==> src/rtl/blink_timer_datapath.sv <==
// Blinking-light timing datapath: prescaled saturating phase counter, limit comparator,
// and an optional completed-phase counter enabled by BLINK_DP_PERIOD_CNT_EN.
module blink_timer_datapath #(
    parameter int WIDTH    = 4,
    parameter int PRESCALE = 1,
    parameter int PERIOD_W = 8
) (
    input  logic                clk,
    input  logic                reset,
    input  logic                clear,
    input  logic [WIDTH-1:0]    cmp_a,
    input  logic [WIDTH-1:0]    cmp_b,
    output logic [WIDTH-1:0]    count,
    output logic                match,
    output logic                tick,
    output logic                sat,
    output logic [PERIOD_W-1:0] periods
);

    localparam int               PRE_W    = (PRESCALE > 1) ? $clog2(PRESCALE) : 1;
    localparam logic [PRE_W-1:0] PRE_LAST = PRE_W'(PRESCALE - 1);
    localparam logic [WIDTH-1:0] CNT_MAX  = '1;

    logic [PRE_W-1:0] pre_q, pre_d;
    logic [WIDTH-1:0] count_q, count_d;
    logic             tick_q, tick_d;
    logic             sat_q, sat_d;
    logic             inc;
    logic             at_max;

    // clear wins over a coinciding increment, so that edge leaves tick low
    always_comb begin
        inc     = (pre_q == PRE_LAST) && !clear;
        at_max  = (count_q == CNT_MAX);
        pre_d   = (clear || inc) ? '0 : pre_q + 1'b1;
        count_d = count_q;
        sat_d   = sat_q;
        if (clear) begin
            count_d = '0;
            sat_d   = 1'b0;
        end else if (inc) begin
            if (at_max) sat_d   = 1'b1;
            else        count_d = count_q + 1'b1;
        end
        tick_d  = inc && !at_max;
    end

    always_ff @(posedge clk or posedge reset) begin
        if (reset) begin
            pre_q   <= '0;
            count_q <= '0;
            tick_q  <= 1'b0;
            sat_q   <= 1'b0;
        end else begin
            pre_q   <= pre_d;
            count_q <= count_d;
            tick_q  <= tick_d;
            sat_q   <= sat_d;
        end
    end

    // A zero limit never matches, so the STOP phase never reports done
    assign match = (cmp_a == cmp_b) && (cmp_b != '0);
    assign count = count_q;
    assign tick  = tick_q;
    assign sat   = sat_q;

`ifdef BLINK_DP_PERIOD_CNT_EN
    logic [PERIOD_W-1:0] periods_q, periods_d;

    // The controller clears on the phase-end transition, so clear && match marks a finished phase
    always_comb begin
        periods_d = periods_q;
        if (clear && match && (periods_q != '1)) periods_d = periods_q + 1'b1;
    end

    always_ff @(posedge clk or posedge reset) begin
        if (reset) periods_q <= '0;
        else       periods_q <= periods_d;
    end

    assign periods = periods_q;
`else
    assign periods = '0;
`endif

endmodule

==> config.mk <==
export PLATFORM = sky130hd
export DESIGN_NAME = blink_timer_datapath
export DESIGN_NICKNAME = d
export VERILOG_FILES = /design/src/rtl/blink_timer_datapath.sv
export SDC_FILE = /design/constraint.sdc
export NUM_CORES = 1
export LEC_CHECK = 0
export CAP_MARGIN = 40
export CORE_AREA = 10 10 47 49
export DETAILED_ROUTE_END_ITERATION = 8
export DIE_AREA = 0 0 57 59
export PLACE_DENSITY = 0.71
export SLEW_MARGIN = 20
export SYNTH_ARGS = -nofsm -noshare
export SYNTH_HDL_FRONTEND = slang
export SYNTH_SLANG_ARGS = --single-unit
==> constraint.sdc <==
create_clock -name clk -period 2.84 [get_ports clk]
set_clock_uncertainty 0.2 [all_clocks]
set_input_delay 0.568 -clock clk [delete_from_list [all_inputs] [get_ports clk]]
set_output_delay 0.568 -clock clk [all_outputs]
set_load 0.05 [all_outputs]
==> results of run 1 <==
[cell usage in the layout, fill, tap and decap left out]
cell type	instances
clkbuf_4	3
nor2b_1	3
buf_12	1
xor2_1	3
mux2i_1	1
dfrtp_1	7
a2111oi_4	1
a31oi_1	2
inv_1	2
nand4b_1	1
xnor2_1	1
clkdlybuf4s50_1	16
conb_1	9
nand2_1	1
or3_1	1
nor3_1	2
a211oi_1	2
nor2_1	4
clkbuf_1	1
ha_1	1
buf_4	1
[layout make-up]
type / count / area [sq um]
fill: 143 / 775.7
tap: 16 / 20.02
timing repair buffer: 18 / 187.7
sequential: 7 / 175.2
inverter: 2 / 7.507
multi-input combinational: 32 / 209.0
clock buffer: 4 / 26.28
[kinds of logic (layout without fill, tap and decap cells)]
family / after synthesis / in the layout
AND/OR/NAND/NOR: 12 / 12
buffers and inverters: 10 / 24
flip-flops: 7 / 7
AO/OA/AOI/OAI: 5 / 5
XOR/XNOR: 4 / 4
adder cells (fa/ha/maj): 1 / 1
other: 1 / 9
multiplexers: 1 / 1
[cells in the mapped netlist]
library cell  instances  area, sq um
nand4b_1              1        8.760
conb_1                1        3.750
buf_4                 8        60.06
a31oi_1               2        12.51
a211oi_1              2        15.01
xor2_1                3        26.28
or3_1                 1        6.260
a2111oi_2             1        15.01
ha_1                  1        12.51
dfrtp_1               7        175.2
mux2i_1               1        10.01
nor2_1                4        15.01
xnor2_1               1        8.760
inv_1                 2        7.510
nor2b_1               3        18.77
nor3_1                2        10.01
nand2_1               1        3.750
[layer usage]
layer  track usage, %  share of wire, %  vias to the layer above  wire, um
li1                 -                 -                      168         -
met1            7.430                44                      152       457
met2            9.612                46                       17       474
met3            3.648               9.9                        0       103
met4            3.020                 0                        0         0
met5                0                 0                        -         0
[registers in the layout, summed over array words and instances, names as in the netlist]
name and count:
tick 1, count 4, sat 1, pre_q 1
[final timing paths]
| path | to | slack (ps) | cells past startpoint |
|---|---|---|---|
| min reg2reg | sat | 290 | 2 |
| max reg2reg | count[1] | 1240 | 4 |
| min | sat | 290 | 2 |
| max in group asynchronous | tick | 1870 | 2 |
| max | match | 50 | 5 |
| min in group asynchronous | count[2] | 350 | 2 |
[report_power, final]
| part | internal, uW | switching, uW |
|---|---|---|
| combinational | 30.3 | 57.1 |
| sequential | 104 | 4.61 |
| clock | 53.6 | 36.6 |
| total | 188 | 98.3 |
[through the flow]
| stage | total power (uW) | hold slack, ps |
|---|---|---|
| 2_1_floorplan | 172.2 | 171.4 |
| 3_3_place_gp | 194.1 | 277.0 |
| 3_5_place_dp | 195.7 | 292.7 |
| 4_1_cts | 290.6 | 304.7 |
| 5_1_grt | 304.4 | 338.1 |
| 6_report | 286.5 | 293.4 |
[timing repair]
action / 4_1_cts / 5_1_grt
setup endpoints to repair: 1 / 0
hold buffers: 0 / 0
resized for setup: 1 / 0
[worst min-delay path, cell delays in order, from the launching register on]
cell	delay (ps)
dfrtp_1	340
a31oi_1	40
nor2_1	70
==> metrics.txt, run 1 <==
outcome=complete, no violations; PwrDens=457.9 nW/um^2; Placed Cells incl. Taps=75; antenna-violating nets left=0; LEAKAGE=0.0002714 uW; sequential-to-total area share from yosys stat=42.81%; fin. max-slew vios=0; simple-gate portion of the synthesized area=15.29%; Synth Area per Inst=9.979 sq um; global-route wire length before repair=1.697 mm; DRC viols=0; Top Family by Delay on Critical Path=buffers and inverters; post-synthesis mux area share=2.446%; Yosys reg bits=7; final instance count without filler cells=79; relative slew slack=66.55%; post-layout util=44.64%; Fin. Hold Viols=0; post-synthesis cell type count=17; setup violators final=0; CP Data Arrival Time=2020 ps; Die ar.=3363 sq um; via-per-instance ratio=4.266; diode count=0; worst setup path start=cmp_a[1]; crit path time final=2791 ps; CTS root buffer=clkbuf_4; hold crit path type=reg2reg; Worst path max stage delay=490 ps; crit path cell chain=clkdlybuf4s50_1 -> nor3_1 -> or3_1 -> a2111oi_4 -> buf_12; CTS tree=built; Worst VDD drop=0.0002170 V; Wirelength per Cell=13.11 um; Die Ht=59 um; share of layout cells above drive strength 1=9.524%; Port Buffer Count=17; largest net degree at the start of global routing=8; Worst-Skew Late Latency=250 ps; synthesized area=409.1 sq um; setup TNS=0 ps; Synth Area in Adders=3.058%; cell area after placement=586.8 sq um; fin area=625.6 sq um; DP Wirelength=882.4 um; vias in the first global route=347; TritonCTS Buffers=3; period utilisation layout=98.27%; Core ar.=1401 sq um; Die Wd=57 um; setup ws final=49.20 ps; Worst Path Required=2070 ps; Tightest Pin Transition=500.2 ps; I/O pins=26; Post-CTS Setup Repair Bufs=0; synth warn=0; DR vias=337; clock buffer depth=2; Compound-Gate Fraction of Synth Area=10.40%; Worst R2R Start=count[0]; P&R area growth vs syn=52.91%; clock sinks=7; Startpoint Class=input port; total global-route track usage=6.498%; Site Rows=14; Max-Cap Viols=0; RSZ-0062 raised after global routing=false; Pre-antenna DRT Iters=3; Cells after Synth=41; crit path max fanout=2; endpoint class of the critical path=output pin; Max Clk Rate=0.3583 GHz; H-tree Lvls=1; Initial Util=29.20%; DRT Wirelength=1.036 mm; CP max-delay cell=clkdlybuf4s50_1; nets=76; crit path kind=in2out; Clock transition at path regs=50 ps; hold path start=sat; Buf/Inv on CP=2; DP Worst Slack=-18.29 ps; main combinational cell family by area after synthesis=buffers and inverters; GP Congestion=0.7030; drt initial violations=7; XOR/XNOR Fraction of Synth Area=8.563%; antenna violations before repair=0; Overflow after GRT=0
No activity file was read; power rests on OpenSTA's default activity.
==> run 2: changes to the inputs <==
Settings changed: HOLD_SLACK_MARGIN set to 0.06.
==> results of run 2 <==
No change in the layout: final DEF, timing and power equal those of run 1.
